==> src/rtl/urv_decode_if.sv <==
// Fetch-to-decode and decode-to-execute signal bundle for urv_decode.
// slave = decode stage, master = surrounding pipeline (fetch/execute/regfile).
interface urv_decode_if;
  logic        f_valid_i;
  logic [31:0] f_ir_i;
  logic [31:0] f_pc_i;
  logic        f_stall_o;
  logic        d_stall_i;
  logic        d_kill_i;
  logic [4:0]  rf_rs1_o;
  logic [4:0]  rf_rs2_o;
  logic        d_valid_o;
  logic [31:0] d_pc_o;
  logic [4:0]  d_opcode_o;
  logic [2:0]  d_fun_o;
  logic        d_fun7_o;
  logic [4:0]  d_rs1_o;
  logic [4:0]  d_rs2_o;
  logic [4:0]  d_rd_o;
  logic [31:0] d_imm_o;
  logic        d_is_load_o;
  logic        d_is_store_o;
  logic        d_is_branch_o;
  logic        d_is_mul_o;
  logic        d_illegal_o;

  modport slave (
    input  f_valid_i, f_ir_i, f_pc_i, d_stall_i, d_kill_i,
    output f_stall_o, rf_rs1_o, rf_rs2_o, d_valid_o, d_pc_o, d_opcode_o,
           d_fun_o, d_fun7_o, d_rs1_o, d_rs2_o, d_rd_o, d_imm_o,
           d_is_load_o, d_is_store_o, d_is_branch_o, d_is_mul_o, d_illegal_o
  );

  modport master (
    output f_valid_i, f_ir_i, f_pc_i, d_stall_i, d_kill_i,
    input  f_stall_o, rf_rs1_o, rf_rs2_o, d_valid_o, d_pc_o, d_opcode_o,
           d_fun_o, d_fun7_o, d_rs1_o, d_rs2_o, d_rd_o, d_imm_o,
           d_is_load_o, d_is_store_o, d_is_branch_o, d_is_mul_o, d_illegal_o
  );
endinterface

==> src/rtl/urv_decode.sv <==
// uRV decode stage: registers decoded fields and inserts one bubble on load-use.
// Optional RV32M decode enabled by defining URV_DECODE_MULDIV_EN.
module urv_decode #(
  parameter bit g_load_interlock = 1'b1
) (
  input  logic clk_i,
  input  logic rst_i,
  urv_decode_if.slave bus
);
  localparam logic [4:0] OPC_LOAD    = 5'b00000;
  localparam logic [4:0] OPC_MISCMEM = 5'b00011;
  localparam logic [4:0] OPC_OPIMM   = 5'b00100;
  localparam logic [4:0] OPC_AUIPC   = 5'b00101;
  localparam logic [4:0] OPC_STORE   = 5'b01000;
  localparam logic [4:0] OPC_OP      = 5'b01100;
  localparam logic [4:0] OPC_LUI     = 5'b01101;
  localparam logic [4:0] OPC_BRANCH  = 5'b11000;
  localparam logic [4:0] OPC_JALR    = 5'b11001;
  localparam logic [4:0] OPC_JAL     = 5'b11011;
  localparam logic [4:0] OPC_SYSTEM  = 5'b11100;

  localparam logic [0:0] ST_RUN    = 1'b0;
  localparam logic [0:0] ST_BUBBLE = 1'b1;

  logic [31:0] ir;
  logic [4:0]  opc;
  logic        quad_ok, op_m, known, use_rs1, use_rs2;
  logic [31:0] imm_d;
  logic [4:0]  rd_d;
  logic        is_load_d, is_store_d, is_branch_d, is_mul_d, illegal_d;
  logic        rs_match, hazard;

  logic [0:0]  state_q;
  logic        d_valid_q, d_fun7_q;
  logic [31:0] d_pc_q, d_imm_q;
  logic [4:0]  d_opcode_q, d_rs1_q, d_rs2_q, d_rd_q;
  logic [2:0]  d_fun_q;
  logic        d_is_load_q, d_is_store_q, d_is_branch_q, d_is_mul_q, d_illegal_q;

  assign ir      = bus.f_ir_i;
  assign opc     = ir[6:2];
  assign quad_ok = (ir[1:0] == 2'b11);
  assign op_m    = (opc == OPC_OP) && (ir[31:25] == 7'b0000001);

  always_comb begin
    imm_d   = '0;
    known   = 1'b0;
    use_rs1 = 1'b0;
    use_rs2 = 1'b0;
    case (opc)
      OPC_LUI, OPC_AUIPC: begin
        imm_d = {ir[31:12], 12'b0};
        known = 1'b1;
      end
      OPC_JAL: begin
        imm_d = {{11{ir[31]}}, ir[31], ir[19:12], ir[20], ir[30:21], 1'b0};
        known = 1'b1;
      end
      OPC_JALR, OPC_LOAD, OPC_OPIMM: begin
        imm_d   = {{20{ir[31]}}, ir[31:20]};
        known   = 1'b1;
        use_rs1 = 1'b1;
      end
      OPC_BRANCH: begin
        imm_d   = {{19{ir[31]}}, ir[31], ir[7], ir[30:25], ir[11:8], 1'b0};
        known   = 1'b1;
        use_rs1 = 1'b1;
        use_rs2 = 1'b1;
      end
      OPC_STORE: begin
        imm_d   = {{20{ir[31]}}, ir[31:25], ir[11:7]};
        known   = 1'b1;
        use_rs1 = 1'b1;
        use_rs2 = 1'b1;
      end
      OPC_OP: begin
        known   = 1'b1;
        use_rs1 = 1'b1;
        use_rs2 = 1'b1;
      end
      OPC_SYSTEM, OPC_MISCMEM: known = 1'b1;
      default: known = 1'b0;
    endcase
  end

  // Class flags require a 32-bit encoding so compressed-looking words never trigger a hazard
  assign is_load_d   = quad_ok && (opc == OPC_LOAD);
  assign is_store_d  = quad_ok && (opc == OPC_STORE);
  assign is_branch_d = quad_ok && ((opc == OPC_BRANCH) || (opc == OPC_JAL) || (opc == OPC_JALR));
  assign rd_d        = ((opc == OPC_STORE) || (opc == OPC_BRANCH)) ? 5'd0 : ir[11:7];
`ifdef URV_DECODE_MULDIV_EN
  assign is_mul_d  = quad_ok && op_m;
  assign illegal_d = !quad_ok || !known;
`else
  assign is_mul_d  = 1'b0;
  assign illegal_d = !quad_ok || !known || op_m;
`endif

  assign rs_match = (use_rs1 && (ir[19:15] == d_rd_q)) || (use_rs2 && (ir[24:20] == d_rd_q));
  assign hazard   = g_load_interlock && (state_q == ST_RUN) && d_valid_q && d_is_load_q &&
                    (d_rd_q != 5'd0) && bus.f_valid_i && rs_match &&
                    !bus.d_stall_i && !bus.d_kill_i;

  always_ff @(posedge clk_i) begin
    if (rst_i) begin
      state_q       <= ST_RUN;
      d_valid_q     <= 1'b0;
      d_pc_q        <= '0;
      d_opcode_q    <= '0;
      d_fun_q       <= '0;
      d_fun7_q      <= 1'b0;
      d_rs1_q       <= '0;
      d_rs2_q       <= '0;
      d_rd_q        <= '0;
      d_imm_q       <= '0;
      d_is_load_q   <= 1'b0;
      d_is_store_q  <= 1'b0;
      d_is_branch_q <= 1'b0;
      d_is_mul_q    <= 1'b0;
      d_illegal_q   <= 1'b0;
    end else if (bus.d_kill_i) begin
      state_q   <= ST_RUN;
      d_valid_q <= 1'b0;
    end else if (!bus.d_stall_i) begin
      if (hazard) begin
        state_q   <= ST_BUBBLE;
        d_valid_q <= 1'b0;
      end else begin
        // BUBBLE always returns to RUN here and accepts the instruction fetch held
        state_q       <= ST_RUN;
        d_valid_q     <= bus.f_valid_i;
        d_pc_q        <= bus.f_pc_i;
        d_opcode_q    <= opc;
        d_fun_q       <= ir[14:12];
        d_fun7_q      <= ir[30];
        d_rs1_q       <= ir[19:15];
        d_rs2_q       <= ir[24:20];
        d_rd_q        <= rd_d;
        d_imm_q       <= imm_d;
        d_is_load_q   <= is_load_d;
        d_is_store_q  <= is_store_d;
        d_is_branch_q <= is_branch_d;
        d_is_mul_q    <= is_mul_d;
        d_illegal_q   <= illegal_d;
      end
    end
  end

  assign bus.f_stall_o     = bus.d_stall_i | hazard;
  assign bus.rf_rs1_o      = ir[19:15];
  assign bus.rf_rs2_o      = ir[24:20];
  assign bus.d_valid_o     = d_valid_q;
  assign bus.d_pc_o        = d_pc_q;
  assign bus.d_opcode_o    = d_opcode_q;
  assign bus.d_fun_o       = d_fun_q;
  assign bus.d_fun7_o      = d_fun7_q;
  assign bus.d_rs1_o       = d_rs1_q;
  assign bus.d_rs2_o       = d_rs2_q;
  assign bus.d_rd_o        = d_rd_q;
  assign bus.d_imm_o       = d_imm_q;
  assign bus.d_is_load_o   = d_is_load_q;
  assign bus.d_is_store_o  = d_is_store_q;
  assign bus.d_is_branch_o = d_is_branch_q;
  assign bus.d_is_mul_o    = d_is_mul_q;
  assign bus.d_illegal_o   = d_illegal_q;
endmodule

==> src/flat_wrapper.sv <==
// flat-port wrapper written by rule: the top's interface ports become plain ports
module urv_decode_flat 
#(
  parameter bit g_load_interlock = 1'b1
)
  (clk_i, rst_i, bus_f_valid_i, bus_f_ir_i, bus_f_pc_i, bus_d_stall_i, bus_d_kill_i, bus_f_stall_o, bus_rf_rs1_o, bus_rf_rs2_o, bus_d_valid_o, bus_d_pc_o, bus_d_opcode_o, bus_d_fun_o, bus_d_fun7_o, bus_d_rs1_o, bus_d_rs2_o, bus_d_rd_o, bus_d_imm_o, bus_d_is_load_o, bus_d_is_store_o, bus_d_is_branch_o, bus_d_is_mul_o, bus_d_illegal_o);
  urv_decode_if bus_i ();
  input  logic clk_i;
  input  logic rst_i;
  input wire logic [$bits(bus_i.f_valid_i)-1:0] bus_f_valid_i;
  input wire logic [$bits(bus_i.f_ir_i)-1:0] bus_f_ir_i;
  input wire logic [$bits(bus_i.f_pc_i)-1:0] bus_f_pc_i;
  input wire logic [$bits(bus_i.d_stall_i)-1:0] bus_d_stall_i;
  input wire logic [$bits(bus_i.d_kill_i)-1:0] bus_d_kill_i;
  output wire logic [$bits(bus_i.f_stall_o)-1:0] bus_f_stall_o;
  output wire logic [$bits(bus_i.rf_rs1_o)-1:0] bus_rf_rs1_o;
  output wire logic [$bits(bus_i.rf_rs2_o)-1:0] bus_rf_rs2_o;
  output wire logic [$bits(bus_i.d_valid_o)-1:0] bus_d_valid_o;
  output wire logic [$bits(bus_i.d_pc_o)-1:0] bus_d_pc_o;
  output wire logic [$bits(bus_i.d_opcode_o)-1:0] bus_d_opcode_o;
  output wire logic [$bits(bus_i.d_fun_o)-1:0] bus_d_fun_o;
  output wire logic [$bits(bus_i.d_fun7_o)-1:0] bus_d_fun7_o;
  output wire logic [$bits(bus_i.d_rs1_o)-1:0] bus_d_rs1_o;
  output wire logic [$bits(bus_i.d_rs2_o)-1:0] bus_d_rs2_o;
  output wire logic [$bits(bus_i.d_rd_o)-1:0] bus_d_rd_o;
  output wire logic [$bits(bus_i.d_imm_o)-1:0] bus_d_imm_o;
  output wire logic [$bits(bus_i.d_is_load_o)-1:0] bus_d_is_load_o;
  output wire logic [$bits(bus_i.d_is_store_o)-1:0] bus_d_is_store_o;
  output wire logic [$bits(bus_i.d_is_branch_o)-1:0] bus_d_is_branch_o;
  output wire logic [$bits(bus_i.d_is_mul_o)-1:0] bus_d_is_mul_o;
  output wire logic [$bits(bus_i.d_illegal_o)-1:0] bus_d_illegal_o;
  assign bus_i.f_valid_i = bus_f_valid_i;
  assign bus_i.f_ir_i = bus_f_ir_i;
  assign bus_i.f_pc_i = bus_f_pc_i;
  assign bus_i.d_stall_i = bus_d_stall_i;
  assign bus_i.d_kill_i = bus_d_kill_i;
  assign bus_f_stall_o = bus_i.f_stall_o;
  assign bus_rf_rs1_o = bus_i.rf_rs1_o;
  assign bus_rf_rs2_o = bus_i.rf_rs2_o;
  assign bus_d_valid_o = bus_i.d_valid_o;
  assign bus_d_pc_o = bus_i.d_pc_o;
  assign bus_d_opcode_o = bus_i.d_opcode_o;
  assign bus_d_fun_o = bus_i.d_fun_o;
  assign bus_d_fun7_o = bus_i.d_fun7_o;
  assign bus_d_rs1_o = bus_i.d_rs1_o;
  assign bus_d_rs2_o = bus_i.d_rs2_o;
  assign bus_d_rd_o = bus_i.d_rd_o;
  assign bus_d_imm_o = bus_i.d_imm_o;
  assign bus_d_is_load_o = bus_i.d_is_load_o;
  assign bus_d_is_store_o = bus_i.d_is_store_o;
  assign bus_d_is_branch_o = bus_i.d_is_branch_o;
  assign bus_d_is_mul_o = bus_i.d_is_mul_o;
  assign bus_d_illegal_o = bus_i.d_illegal_o;
  urv_decode #(.g_load_interlock(g_load_interlock)) u_core (.clk_i(clk_i), .rst_i(rst_i), .bus(bus_i));
endmodule
==> config.mk <==
export PLATFORM = sky130hd
export DESIGN_NAME = urv_decode_flat
export DESIGN_NICKNAME = d
export VERILOG_FILES = /design/src/rtl/urv_decode_if.sv /design/src/rtl/urv_decode.sv /design/src/flat_wrapper.sv
export SDC_FILE = /design/constraint.sdc
export NUM_CORES = 1
export LEC_CHECK = 0
export BUFFER_PORTS_ARGS = -buffer_cell sky130_fd_sc_hd__buf_2
export CAP_MARGIN = 20
export CORE_MARGIN = 1.5
export CORE_UTILIZATION = 50
export DETAILED_ROUTE_END_ITERATION = 16
export GPL_TIMING_DRIVEN = 0
export PLACE_DENSITY = 0.79
export SYNTH_ARGS = -nofsm -noshare
export SYNTH_HDL_FRONTEND = slang
export SYNTH_SLANG_ARGS = --single-unit
==> constraint.sdc <==
create_clock -name clk_i -period 3.38 [get_ports clk_i]
set_input_delay 0.676 -clock clk_i [delete_from_list [all_inputs] [get_ports clk_i]]
set_output_delay 0.676 -clock clk_i [all_outputs]
set_load 0.05 [all_outputs]
# Yosys cells after proc, flatten, opt, wreduce, memory -nomap -nowiden
# Cells that the tools add are included.
[totals]
reg_bits = 94
[classes]
n_eq_ne = 14
n_mux = 7
n_bitwise = 5
n_reduce_logical = 32
[op_table]
columns = ["op", "count"]
rows = [
  ["one-hot mux 32 bit (5 select lines)", 1],
  ["equality test 5 bit, second input constant", 4],
  ["equality test 5 x 4 -> 1 bit, second input constant", 3],
  ["logical AND 1 bit", 13],
  ["OR reduction 11 bit", 1],
  ["equality test 5 x 3 -> 1 bit, second input constant", 2],
  ["equality test 5 bit", 2],
  ["equality test 7 x 1 -> 1 bit, second input constant", 1],
  ["logical OR 1 bit", 6],
  ["OR reduction 3 bit", 2],
  ["OR reduction 6 bit", 1],
  ["equality test 5 x 2 -> 1 bit, second input constant", 1],
  ["zero test 5 bit", 1],
  ["two-way mux 1 bit", 5],
  ["two-way mux 5 bit", 1],
  ["nonzero test 5 bit", 1],
  ["zero test 1 bit", 4],
  ["NOT 1 bit", 4],
  ["OR reduction 2 bit", 2],
  ["AND reduction 3 bit", 1],
  ["equality test 2 bit, second input constant", 1],
  ["OR 1 bit", 1],
]

# Depth between registers and ports, before layout
# Gate-level depths: netlist of run 1.
[depth]
ltp_word = 10
depth_mapped = 8

# Least setup slack after synthesis of run 1
# OpenSTA, ideal clock, no wires.
[synth_path]
path_kind = "input to output"
from = "in bus_f_ir_i[4]"
to = "out bus_f_stall_o"
arrival_time_ns = 2.158
t_required_ns = 2.704
path_slack_ns = 0.546
cell_stages = 7
n_path_buf = 2
path_cell_list = "buf_2 > and4b_1 > buf_4 > o21bai_2 > o31ai_1 > nand3_1 > nand2b_1"
[synth_between]
elab_chain_cells = 9
word_cells_on_any_way = 17
cone_classes = "eq/ne: 5; mux: 2; bitwise: 1; reduce/logical: 9"
[synth_rtl]
columns = ["element", "line_no", "text"]
rows = [
  ["start: declaration", "flat_wrapper.sv:11", "input wire logic [$bits(bus_i.f_ir_i)-1:0] bus_f_ir_i;"],
  ["equality test 5 x 3 -> 1 bit, or another cell as far along", "urv_decode.sv:50", "case (opc)"],
  ["OR reduction 6 bit (no line) / OR reduction 3 bit (equally long branches)", "--", ""],
  ["two-way mux 1 bit", "urv_decode.sv:50", ""],
  ["logical AND 1 bit", "urv_decode.sv:99", "assign rs_match = (use_rs1 && (ir[19:15] == d_rd_q)) || (use_rs2 && (ir[24:20] == d_rd_q));"],
  ["logical OR 1 bit (*)", "urv_decode.sv:99", ""],
  ["logical AND 1 bit (*) (2 in series)", "urv_decode.sv:101", "(d_rd_q != 5'd0) && bus.f_valid_i && rs_match &&"],
  ["logical AND 1 bit (*)", "urv_decode.sv:102", "!bus.d_stall_i && !bus.d_kill_i;"],
  ["OR 1 bit (*)", "urv_decode.sv:149", "assign bus.f_stall_o = bus.d_stall_i | hazard;"],
  ["end: declaration", "flat_wrapper.sv:15", "output wire logic [$bits(bus_i.f_stall_o)-1:0] bus_f_stall_o;"],
]
# Mark *: on every way between the ends. The rest lies on a longest branch, timed or not.

# Final worst setup path of run 1
[layout_path]
from = "in bus_f_ir_i[2]"
to = "out bus_f_stall_o"
# The elaborated chain is that of the path after synthesis.

==> results.txt, run 1 <==
- In this run, the clock network consumes 30.2% of the power.
- The critical path is of the in2out type.
- Of the total power, registers draw 47.9%.
- CTS buffer count: 9
- The floorplan step defined a core boundary enclosing 9371 um^2.
- Result of the run: completed
- The die is 101.8 um tall.
- Setup violations remaining at the end of the flow were counted as 0.
- Synth async-reset ratio: 0%
- No sink is reached through more buffers than the 2 on the longest clock path.
- Number of failing hold endpoints at the final stage: 0
- Before antenna repair, the detailed router went through 6 iterations.
- Global routing finished with a remaining overflow of 0.
- The tool flagged a number of max-cap violations equal to 0.
- Across the routed clock network, the largest skew measured is 0.01180 ns.
* Final estimated routing congestion in global placement: 0.8571
- Final hold analysis gives a worst-case slack of 0.4665 ns.
- Highest-delay cell along the critical path: nor4b_2
- Maximum number of pins on one net before global-route repair: 16
- The synthesized design contains 94 register bits.
- Placement-stage cell area: 5892 um^2
- Area delta synth->final: 24.72%
- Counting distinct cell types in the post-synthesis netlist gives 56.
- In the synthesized netlist the dominant register cell turns out to be dfxtp_1.
- At the worst endpoint, the arrival time is 2.53 ns.
- Averaged over all synthesized cells, the footprint is 9.046 um^2.
- Clock transition at path regs: 0.10 ns
- Headroom to the max-slew limit came out at 20.70%.
* Number of pins exceeding their max-slew limit in the final report: 0
- Crit path top cell by count: buf_2
- Syn Nets: 609
- Power share of the combinational group: 21.9%
- Sw Pwr: 0.0008014 W
- Post-route ant nets: 0
* Worst vdd rail ir drop: 0.0002298 V
* Antenna Diode Count: 0
- Initial antenna violation count: 0
- Top fanout value on the critical path: 8
- Vias/cell: 6.001
- After detailed routing, the average wire length per cell comes to 17.54 um.
- Area enclosed by the die boundary: 10370 um^2
- Total setup buffers inserted after CTS: 0
* CTS tree: built
- Clock tree synthesis selected as its root buffer the cell clkbuf_8.
- Cell area after synthesis: 4885 um^2
- Post-synthesis sequential area ratio: 38.52%
* Class of the tightest hold or removal check: reg2reg
- Total detailed-routing wirelength: 14980 um
- Of the cells placed in the final design, the portion with a size suffix greater than 1 is 31.03%.
- Global routing consumed, over all layers together, 28.26% of the routing resources.
- Clock H-tree levels: 3
- The worst path meets setup with 0.1746 ns of slack.
- After routing the design area is 6092 um^2.
- Areal power density over the cells: 401.4 nW/um^2
- Unrepaired setup endpoints after global routing: false
* Type of destination of the critical path: primary output
- In this run the horizontal extent of the chip is 101.8 um.
- Of the available clock period, the critical path in the final layout requires 94.84%.
* Data required time of the worst path: 2.70 ns
- The via count of the first global-routing pass was 4647.
* Min cycle time layout: 3.205 ns
- Clock network latency to the later pin of the worst-skew pair: 0.36 ns
- Final nets: 789
- Timing analysis after detailed placement gives a worst setup slack of -0.1481 ns.
- Slew at the pin closest to its max-slew limit: 1.179 ns
* Iteration-0 DRC count of the detailed router: 309
- Count of warnings emitted by yosys: 0
- The number of hold buffers added after CTS was 0.
- Kind of start point of the critical path: primary input
- Of the total power, the share spent switching nets is 32.77%.
* # clock sinks: 94
- Detailed placement HPWL: 11120 um
- Gate count after technology mapping: 540
* Total number of vias: 5125
* Highest Clock Rate: 312.0 MHz
- Buffers placed on the I/O ports in this run total 169.
* Worst stage delay on the critical path: 0.72 ns
- In this run the static leakage power is 2.468 nW.
- Cell internal pwr: 0.001644 W
- First-pass GRT wire length: 23200 um
- Cell row count: 35
- I/O pin count: 174
- Counting flops with a built-in enable in the synthesized netlist gives 0.
- The critical path goes through buf_2 > nor4b_2 > a31oi_1 > o31ai_1 > nand3_1 > nand2b_1 > buf_2.
- For this run, design rule violations remaining after detail routing come to 0.
* Initial Utilization: 52.12%
synth_stat cells (7+ instances only):
master     instances  area [um^2]
o311ai_0          51        446.7
nand2_1           36        135.1
dfxtp_1           94         1882
a21oi_1           69        345.3
nand2b_1          17        106.4
nor2b_1           20        125.1
buf_4             12        90.09
o2111ai_1         52        455.4
mux2i_1           14        140.1
a221oi_1           8        70.07
xnor2_1            9        78.83
mux2_1            12        135.1
clkbuf_1          58        217.7
inv_1             11        41.29
nor2_1             7        26.28
placed cells by master (no fill, tap or decap), drive strengths merged, types with 3 or more instances in the layout:
master / count
a221oi: 8
mux2: 18
nor2: 7
nor2b: 20
mux2i: 14
o21ai: 6
o2111ai: 52
clkinv: 3
o31ai: 3
or3b: 6
nand2: 36
nand2b: 17
xnor2: 9
a21oi: 69
nand3: 3
buf: 188
o311ai: 51
dfxtp: 94
inv: 11
clkbuf: 69
nor3: 3
kinds of logic after synthesis:
| group | share of synthesized area, % |
|---|---|
| flip-flops | 38.52 |
| other | 0.07677 |
| buffers and inverters | 8.248 |
| multiplexers | 7.018 |
| AND/OR/NAND/NOR | 11.99 |
| AO/OA/AOI/OAI | 32.35 |
| XOR/XNOR | 1.793 |
final cells by class:
| type | count | area, um^2 |
|---|---|---|
| plain buffers | 77 | 361.6 |
| clock buffers | 11 | 131.4 |
| clock inverters | 5 | 60.06 |
| fillers | 866 | 3279 |
| inverters | 11 | 41.29 |
| multi-input cells | 358 | 2609 |
| flip-flops and latches | 94 | 1882 |
| well taps | 129 | 161.4 |
| repair buffers | 169 | 845.8 |
worst paths after layout:
kind	from	to	slack (ns)	cells past startpoint
setup reg to reg	u_core.bus.d_rd_o[0]	u_core.bus.d_pc_o[23]	0.61	6
hold reg to reg	u_core.bus.d_imm_o[12]	u_core.bus.d_imm_o[12]	0.47	2
setup / recovery	bus_f_ir_i[2]	bus_f_stall_o	0.17	7
hold / removal	u_core.bus.d_imm_o[12]	u_core.bus.d_imm_o[12]	0.47	2
registers in the layout, summed over array words and instances (netlist names):
name / flops
u_core.bus.d_fun7_o: 1
u_core.bus.d_fun_o: 3
u_core.bus.d_illegal_o: 1
u_core.bus.d_imm_o: 32
u_core.bus.d_is_branch_o: 1
u_core.bus.d_is_load_o: 1
u_core.bus.d_is_store_o: 1
u_core.bus.d_opcode_o: 5
u_core.bus.d_pc_o: 32
u_core.bus.d_rd_o: 5
u_core.bus.d_rs1_o: 5
u_core.bus.d_rs2_o: 5
u_core.bus.d_valid_o: 1
u_core.state_q: 1
through the flow:
step                      util [%]  total power [W]  TNS (ns)  instances
after global placement       62.87         0.001714  -0.07931        838
final                        65.01         0.002445         0        854
after global routing         65.01         0.002532         0        854
after detailed placement     62.87         0.001724   -0.4354        838
after floorplan                  -         0.001564         0        540
after CTS                    65.01         0.002445         0        854
repair_timing:
| item | in CTS | in global routing |
|---|---|---|
| resized for setup | 2 | 0 |
| endpoints found under the hold margin | 0 | 0 |
| endpoints found under the setup margin | 1 | 0 |
power groups by stage:
stage | combinational [W] | sequential (W) | clock, W
6_report | 0.000536 | 0.00117 | 0.000739
5_1_grt | 0.000570 | 0.00117 | 0.000787
4_1_cts | 0.000531 | 0.00117 | 0.000743
3_5_place_dp | 0.000528 | 0.00120 | 0
3_3_place_gp | 0.000519 | 0.00119 | 0
2_1_floorplan | 0.000235 | 0.00133 | 0
layer usage:
layer  vias up  global-route usage [%]  part of all wire [%]
met3        30                   3.899                   6.9
met5         -                       0                     0
met4         0                   8.325                   1.5
li1       2457                       -                     -
met1      2400                   38.07                    44
met2       238                   47.44                    48
worst max-delay path, delay by kind of cell:
family / cells / cell delay [ns]
simple gates: 3 / 1.10
buf+inv: 2 / 0.41
compound gates: 2 / 0.33
No activity file was read; power rests on OpenSTA's default activity.
==> run 2, diff against run 1 <==
--- a/config.mk
+++ b/config.mk
@@ -7,11 +7,12 @@
 export LEC_CHECK = 0
 export BUFFER_PORTS_ARGS = -buffer_cell sky130_fd_sc_hd__buf_2
 export CAP_MARGIN = 20
+export CORE_ASPECT_RATIO = 0.75
 export CORE_MARGIN = 1.5
-export CORE_UTILIZATION = 50
+export CORE_UTILIZATION = 35
 export DETAILED_ROUTE_END_ITERATION = 16
 export GPL_TIMING_DRIVEN = 0
-export PLACE_DENSITY = 0.79
+export PLACE_DENSITY = 0.59
 export SYNTH_ARGS = -nofsm -noshare
 export SYNTH_HDL_FRONTEND = slang
 export SYNTH_SLANG_ARGS = --single-unit
==> constraint.sdc (replaced) <==
create_clock -name clk_i -period 3.38 [get_ports clk_i]
set_input_delay 0.507 -clock clk_i [delete_from_list [all_inputs] [get_ports clk_i]]
set_output_delay 0.507 -clock clk_i [all_outputs]
set_load 0.05 [all_outputs]
==> run 2 against run 1 <==
  * The flow now finishes with violations (design-rule violations)
  * Clock power up 43%
  * Maximum frequency up 8.0%
  * Setup slack improved by 0.24 ns
  * Power up 13%
  * Count of clock-buffer cells in the layout down 1
  * Critical path depth down 1
  * Cell count increased by 5.5%
  * First-iteration DRC count increased by 21%
  * Combinational power is 2% higher
  * Wire length grew 13%
  * Sequential power about the same
  * Largest power group unchanged
==> results.txt, run 2 (synthesized netlist as in run 1, its figures left out) <==
- Result of the run: finished with violations
- The final reports fail on design-rule violations.
- Number of gates resized after CTS: 0 (-2)
- The top-level I/O count came to 174 (unchanged).
* Deepest clock path buffer count: 2 (unchanged)
- Antenna Diode Count: 0 (unchanged)
- The latest clock arrival within the worst-skew pair was 0.36 ns (about the same).
* Met3 wire length: 1272 um (+22%)
* CTS buffer count: 9 (unchanged)
- Total detailed-routing wirelength: 16900 um (+13%)
- Highest Clock Rate: 336.9 MHz (+8.0%)
* Total number of vias: 5150 (+0.49%)
- The first-pass GRT wire length came to 26290 um (+13%).
* Die span in x: 139.4 um (+37%)
- The maximum net fanout on the critical path was 10 (+2).
- The post-route core utilization is 45.93% (-19 points).
- The number of detailed-routing iterations run before antenna repair is 11 (+5).
- Total Routing Usage GR: 22.87% (-5.4 points)
- Cell count of the worst reg-to-reg path: 6 (unchanged)
- # clock sinks: 94 (unchanged)
- The cell count along the critical path is 6 (-1).
- The power per standard cell area was 442.5 nW/um^2 (+10%).
- Number of failing hold endpoints at the final stage: 0 (unchanged)
- Clock transition at path regs: 0.07 ns (-0.03 ns)
- Length of routed met2 wiring: 7582 um (+5.8%)
- Leakage: 2.520 nW (+2.1%)
- Initial antenna violation count: 0 (unchanged)
- The worst-case headroom to the max-slew limit came to 36.17% (+15 points).
- The remaining global-route overflow came to 0 (unchanged).
- Iteration-0 DRC count of the detailed router: 375 (+21%)
- Top layer reached by signal wires: met4
* Met1 routed wirelength after detailed routing: 7731 um (+18%)
- Data required time of the worst path: 2.87 ns (+0.17 ns)
- The proportion of layout cells with a drive suffix above 1 came to 31.40% (+0.37 points).
* Number of pins exceeding their max-slew limit in the final report: 0 (unchanged)
- The worst hold path stage count came to 3 (+1).
- The placer congestion estimate was 0.8408 (-1.9%).
* Type of destination of the critical path: primary output
* Most frequent standard cell in the layout excluding fill and tap cells: buf_2
- Worst stage delay on the critical path: 0.56 ns (-0.16 ns)
- The final clock period utilization by the worst path was 87.83% (-7.0 points).
* Routed len/inst: 18.76 um (+6.9%)
- In this run the clock root is driven by a clkbuf_16.
* Area enclosed by the die boundary: 14680 um^2 (+42%)
- Broken down by cell family, the worst path's largest delay share belongs to simple AND/OR/NAND/NOR gates.
* Detailed placement HPWL: 12650 um (+14%)
- Height of the die: 105.3 um (+3.4%)
* Class of the tightest hold or removal check: in2reg
- Setup-failing EPs final: 0 (unchanged)
- Crit path DAT: 2.46 ns (-0.07 ns)
- The number of nets in the layout was 790 (+0.13%).
- PortBufs: 169 (unchanged)
- The post-detailed-route count of antenna-violating nets is 0 (unchanged).
- The via density per instance came to 5.716 (-4.8%).
- WHS: 0.4181 ns (-0.04836 ns)
* Maximum number of pins on one net before global-route repair: 17 (+1)
* Post-layout power: 0.002775 W (+13%)
- The setup TNS was 0 ns (unchanged).
- Highest-delay cell along the critical path: or4_1
* Crit path buf inv count: 2 (unchanged)
* Crit path setup slack, layout: 0.4113 ns (+0.2368 ns)
- Critical Path, Cell by Cell: or4_1 > o211ai_2 > inv_1 > nand3_1 > nand2b_1 > buf_2
- Fill cells: 1337 (+54%)
* CTS Hold Buffers Added: 0 (unchanged)
- Remaining design rule violation count: 9 (+9)
- Worst-case setup slack after placement: 0.03541 ns (+0.1835 ns)
* Clock H-tree levels: 3 (unchanged)
- The setup clock skew after layout came to 0.005438 ns (-0.006358 ns).
- In the layout the commonest cells are buf_2, dfxtp_1, a21oi_1.
* Floorplan Core Area: 13660 um^2 (+46%)
* Total setup buffers inserted after CTS: 0 (unchanged)
* Kind of start point of the critical path: register
* Maximum Capacitance Violations: 0 (unchanged)
- Area delta synth->final: 28.41%
* Type of the worst setup path: reg2out
* CTS tree: built
- Cell row count: 37 (+5.7%)
- The starting density of the core was 35.77% (-16 points).
- The via count of the first global-routing pass came to 4946 (+6.4%).
- Worst vdd rail ir drop: 0.0002734 V (+19%)
* Min cycle time layout: 2.969 ns (-0.2368 ns)
- The measured slew at the worst slew-check pin was 0.9488 ns (-0.2298 ns).
* Unrepaired setup endpoints after global routing: false
## run 2: cell count changes in the layout (fill, tap and decap cells not counted)
cell	before	now
clkinvlp_4	1	3
clkbuf_1	60	58
clkinv_2	1	0
clkbuf_16	0	9
clkbuf_2	0	1
clkbuf_8	9	1
clkinv_4	2	1
inv_6	0	1
## run 2: power by group
group          switching [W]  internal (W)  leakage [nW]  total, W
clock               0.000460      0.000597         0.141   0.00106
sequential         0.0000266       0.00115         0.765   0.00117
combinational       0.000391      0.000154          1.61  0.000545
total               0.000878       0.00190          2.52   0.00278
## run 2: worst min-delay path, stage by stage
cell and delay, ns:
buf_2 0.12, nand2_1 0.05, mux2i_1 0.05
## run 2: area by class of cell
cell class | count | area, um^2 | share of cell area [%]
Sequential cell | 94 | 1882 | 30.00
Clock buffer | 10 | 239.0 | 3.810
Multi-Input combinational cell | 358 | 2609 | 41.59
Tap cell | 175 | 219.0 | 3.491
Timing Repair Buffer | 170 | 850.8 | 13.56
Buffer | 77 | 361.6 | 5.765
Inverter | 11 | 41.29 | 0.6583
Clock inverter | 6 | 70.07 | 1.117
## run 2: worst paths after layout
path	from	endpoint	slack [ns]
worst min register to register	u_core.bus.d_imm_o[14]	u_core.bus.d_imm_o[14]	0.48
worst max register to register	u_core.bus.d_rd_o[1]	u_core.bus.d_is_store_o	0.75
worst max-delay path	u_core.bus.d_rd_o[1]	bus_f_stall_o	0.41
worst min-delay path	bus_f_ir_i[25]	u_core.bus.d_imm_o[5]	0.42
## run 2: per-layer routing
layer	vias to the layer above	track usage, %
li1	2454	-
met1	2483	30.50
met2	188	35.64
met3	25	6.861
met4	0	6.687
met5	-	0
## run 2: per-stage QoR
stage | cell area (um^2) | std cells
finish | 6272 | 901
global route | 6272 | 901
global placement | 5949 | 884
CTS | 6259 | 900
detailed placement | 5949 | 884
floorplan | 4885 | 540
==> run 3, diff against run 2 <==
--- a/config.mk
+++ b/config.mk
@@ -5,6 +5,7 @@
 export SDC_FILE = /design/constraint.sdc
 export NUM_CORES = 1
 export LEC_CHECK = 0
+export ABC_AREA = 1
 export BUFFER_PORTS_ARGS = -buffer_cell sky130_fd_sc_hd__buf_2
 export CAP_MARGIN = 20
 export CORE_ASPECT_RATIO = 0.75
==> run 3 against run 2 <==
  * The flow still finishes with violations (design-rule violations)
  * Design area shrank 0.44%
  * Cell count grew 30%
  * Synthesized cell count grew 50%
  * Sequential cell count is the same
  * Area after synthesis shrank 0.20%
  * Critical path depth grew 4
  * First-iteration DRC count shrank 12%
  * Clock power shrank 6%
  * Register-to-register slack gained 0.62 ns
  * Via count shrank 1.5%
  * Global-route usage shrank 2.6 points
  * Maximum frequency grew 13%
  * Critical path type unchanged
  * Largest cell class unchanged
==> results.txt, run 3 <==
* Result of the run: finished with violations
- Violated checks: design-rule violations
- Cell area after synthesis: 4875 um^2 (-0.20%)
- The mean area per synthesized cell was 6.026 um^2 (-33%).
* Proportion of netlist area held by the largest area contributor: 38.60% (+0.079 points)
* Top fanout value on the critical path: 10 (unchanged)
- The area of the core region is 13660 um^2 (unchanged).
- Type of destination of the critical path: primary output
- Synth Area in Compound Gates: 3.696% (-29 points)
- The detailed-route DRC error count came to 4 (-5).
* EDFF count, synth: 0 (unchanged)
- The setup clock skew after layout is 0.01067 ns (+0.005232 ns).
* Areal power density over the cells: 476.2 nW/um^2 (+7.6%)
- The number of endpoints with negative hold slack in the final report is 0 (unchanged).
* Die span in x: 139.3 um (-0.10%)
* Vias/cell: 4.329 (-24%)
- The number of DRC markers after the initial detailed-route iteration came to 329 (-12%).
- Total detailed-routing wirelength: 14740 um (-13%)
- The post-detailed-route count of antenna-violating nets came to 0 (unchanged).
- The share of cell area taken by muxes after synthesis was 0% (-7.0 points).
* Net Sw Frac: 35.76% (+4.1 points)
* Clock H-tree levels: 3 (unchanged)
* Setup-failing EPs final: 0 (unchanged)
* Relative max-transition margin: 60.98% (+25 points)
- Cell row count: 37 (unchanged)
- Leakage: 3.724 nW (+48%)
- Maximum Capacitance Violations: 0 (unchanged)
* CTS buffer count: 9 (unchanged)
* Clock Root Buffer: clkbuf_16
* Slew at the pin closest to its max-slew limit: 0.5853 ns (-0.3634 ns)
* Clock network latency to the later pin of the worst-skew pair: 0.35 ns (about the same)
- The final max-slew violation count was 0 (unchanged).
* Top cell types by occurrence after synthesis: nand2_1, nor2_1, inv_1
- Routed len/inst: 12.58 um (-33%)
* Worst-case setup slack after placement: 0.7843 ns (+0.7489 ns)
- The final worst setup slack is 0.7486 ns (+0.3373 ns).
- Post-Route Setup TNS: 0 ns (unchanged)
- # clock sinks: 94 (unchanged)
- The internal power consumption came to 0.001910 W (+0.65%).
- The top-level I/O count came to 174 (unchanged).
- Initial antenna violation count: 1 (+1)
* Final nets: 1061 (+34%)
* Count of warnings emitted by yosys: 0 (unchanged)
* Crit path DAT: 2.12 ns (-0.34 ns)
* Gate count after technology mapping: 809 (+50%)
* Synthesized-area fraction occupied by xor and xnor cells: 0.5390% (-1.3 points)
- The number of buffers added for setup after CTS was 0 (unchanged).
- The clock-pin slew on the worst setup and hold paths came to 0.08 ns (about the same).
- The hold buffer count at cts came to 0 (unchanged).
* Deepest clock path buffer count: 2 (unchanged)
- The total net switching power is 0.001063 W (+21%).
* Unrepaired setup endpoints after global routing: false
- Clk pwr share: 33.8% (-4.3 points)
- The post-CTS resize count is 0 (unchanged).
- The cell area after layout was 6245 um^2 (-0.44%).
* Simple-gate share of the synthesized area: 39.14% (+27 points)
* Final estimated routing congestion in global placement: 0.9091 (+8.1%)
* Number of stages on the worst hold path: 3 (unchanged)
- The overall routing resource usage is 20.31% (-2.6 points).
- The placement-stage cell area came to 5954 um^2 (about the same).
- Finished Core Util: 45.73% (-0.20 points)
* Largest family of logic cells by synthesized area: simple AND/OR/NAND/NOR gates
- By instance count, the leading cell after synthesis is nand2_1.
- The post-synthesis sequential element count came to 94 (unchanged).
- Number of iterations in the first detailed-routing pass: 12 (+1)
- GR Overflow Total: 0 (unchanged)
- Final worst path period share: 77.85% (-10 points)
* Min cycle time layout: 2.631 ns (-0.3373 ns)
* Proportion of power drawn by flip-flops and latches: 40.9% (-1.4 points)
- Fraction of final layout cells sized beyond drive strength 1: 22.57% (-8.8 points)
* Maximum number of pins on one net before global-route repair: 18 (+1)
* Syn Nets: 878 (+44%)
- Kind of start point of the critical path: register
* Total number of vias: 5074 (-1.5%)
* Number of global-route vias before repair: 4484 (-9.3%)
* Post-synthesis sequential area ratio: 38.60% (+0.079 points)
* Area delta synth->final: 28.11%
- The vertical die dimension is 105.2 um (about the same).
* Highest-count cells in the layout ignoring fill and taps: nand2_1, buf_2, nor2_1
- The highest attainable clock frequency was 380.0 MHz (+13%).
- The half-perimeter wire length of the detailed placement result came to 11300 um (-11%).
* Antenna Diode Count: 0 (unchanged)
* Worst vdd rail ir drop: 0.0003053 V (+12%)
* Fill cells: 1519 (+14%)
* Synth async-reset ratio: 0% (unchanged)
- Of all cell types, the one taking the most synthesized area is dfxtp_1.
- Type of the worst setup path: reg2out
- By area the synthesized netlist is led by dfxtp_1, nand2_1, nor2_1, inv_1, nand4_1.
* First-pass GRT wire length: 23300 um (-11%)
* CTS tree: built
- The unique cell type count in the Yosys netlist is 21 (-63%).
- Most used flip-flop cell after synthesis: dfxtp_1
- Adder-Cell Fraction of Synth Area: 0% (unchanged)
- The overall die area is 14650 um^2 (-0.20%).
* Most frequent standard cell in the layout excluding fill and tap cells: nand2_1
* Class of the tightest hold or removal check: in2reg
- Data required time of the worst path: 2.87 ns (about the same)
* PortBufs: 172 (+1.8%)
* Power share of the combinational group: 25.4% (+5.8 points)
- The starting density of the core was 35.69% (-0.073 points).
- The depth of the most critical reg-to-reg path was 13 (+7).
[run 3: cell types whose count changed in the layout (fill, tap and decap cells not counted), moves of 20 or more]
| cell | change |
|---|---|
| a21oi_1 | -61 |
| nor2_1 | +172 |
| o311ai_0 | -51 |
| nand2_1 | +199 |
| nand4_1 | +37 |
| nor2b_1 | -20 |
| clkbuf_1 | -46 |
| inv_1 | +146 |
| o2111ai_1 | -52 |
[run 3: final cells by class]
| cell class | instances | area [um^2] | area share [%] |
|---|---|---|---|
| timing repair buffer | 172 | 860.8 | 13.78 |
| inverter | 158 | 593.1 | 9.497 |
| multi-input combinational | 505 | 2118 | 33.92 |
| buffer | 52 | 281.5 | 4.508 |
| tap | 175 | 219.0 | 3.506 |
| sequential | 94 | 1882 | 30.13 |
| clock inverter | 6 | 51.30 | 0.8215 |
| clock buffer | 10 | 239.0 | 3.827 |
[run 3: cell families (layout without fill, tap and decap cells)]
logic type,Yosys count,after routing
flip-flops,94,94
XOR/XNOR,3,3
AND/OR/NAND/NOR,473,473
buffers and inverters,210,398
AO/OA/AOI/OAI,28,28
other,1,1
[run 3: layer usage]
metal	GRT usage [%]	routed length, um
met4	4.711	138
met1	28.41	7389
met2	29.42	5951
met3	7.470	1250
met5	0	12
[run 3: stage by stage]
stage          total power, W  hold slack, ns  std cells
3_5_place_dp         0.001994          0.4568       1156
4_1_cts              0.003001          0.3631       1172
2_1_floorplan        0.001785          0.4349        809
3_3_place_gp         0.001992          0.4539       1156
5_1_grt              0.003130          0.3663       1172
6_report             0.002974          0.3714       1172
[run 3: final timing paths]
kind	from	slack (ns)	endpoint
max	u_core.bus.d_rd_o[4]	0.75	bus_f_stall_o
min	bus_f_pc_i[9]	0.37	u_core.bus.d_pc_o[9]
max reg2reg	u_core.bus.d_rd_o[4]	1.37	u_core.bus.d_opcode_o[2]
min reg2reg	u_core.state_q	0.47	u_core.state_q
[run 3: power by group through the flow]
| stage | sequential, W | clock [W] | combinational (W) |
|---|---|---|---|
| final | 0.00122 | 0.00100 | 0.000754 |
| after global routing | 0.00123 | 0.00108 | 0.000823 |
| after CTS | 0.00122 | 0.00103 | 0.000756 |
| after detailed placement | 0.00124 | 0 | 0.000753 |
| after global placement | 0.00124 | 0 | 0.000751 |
| after floorplan | 0.00149 | 0 | 0.000293 |
[run 3: critical path, stage by stage (launching register included)]
cell,delay [ns]
dfxtp_1,0.39
inv_1,0.10
nand2_1,0.06
nand2_1,0.04
nor3_1,0.24
nand3_1,0.10
nand2_1,0.08
nand2_1,0.08
clkbuf_1,0.25
nand2_1,0.14
buf_2,0.27
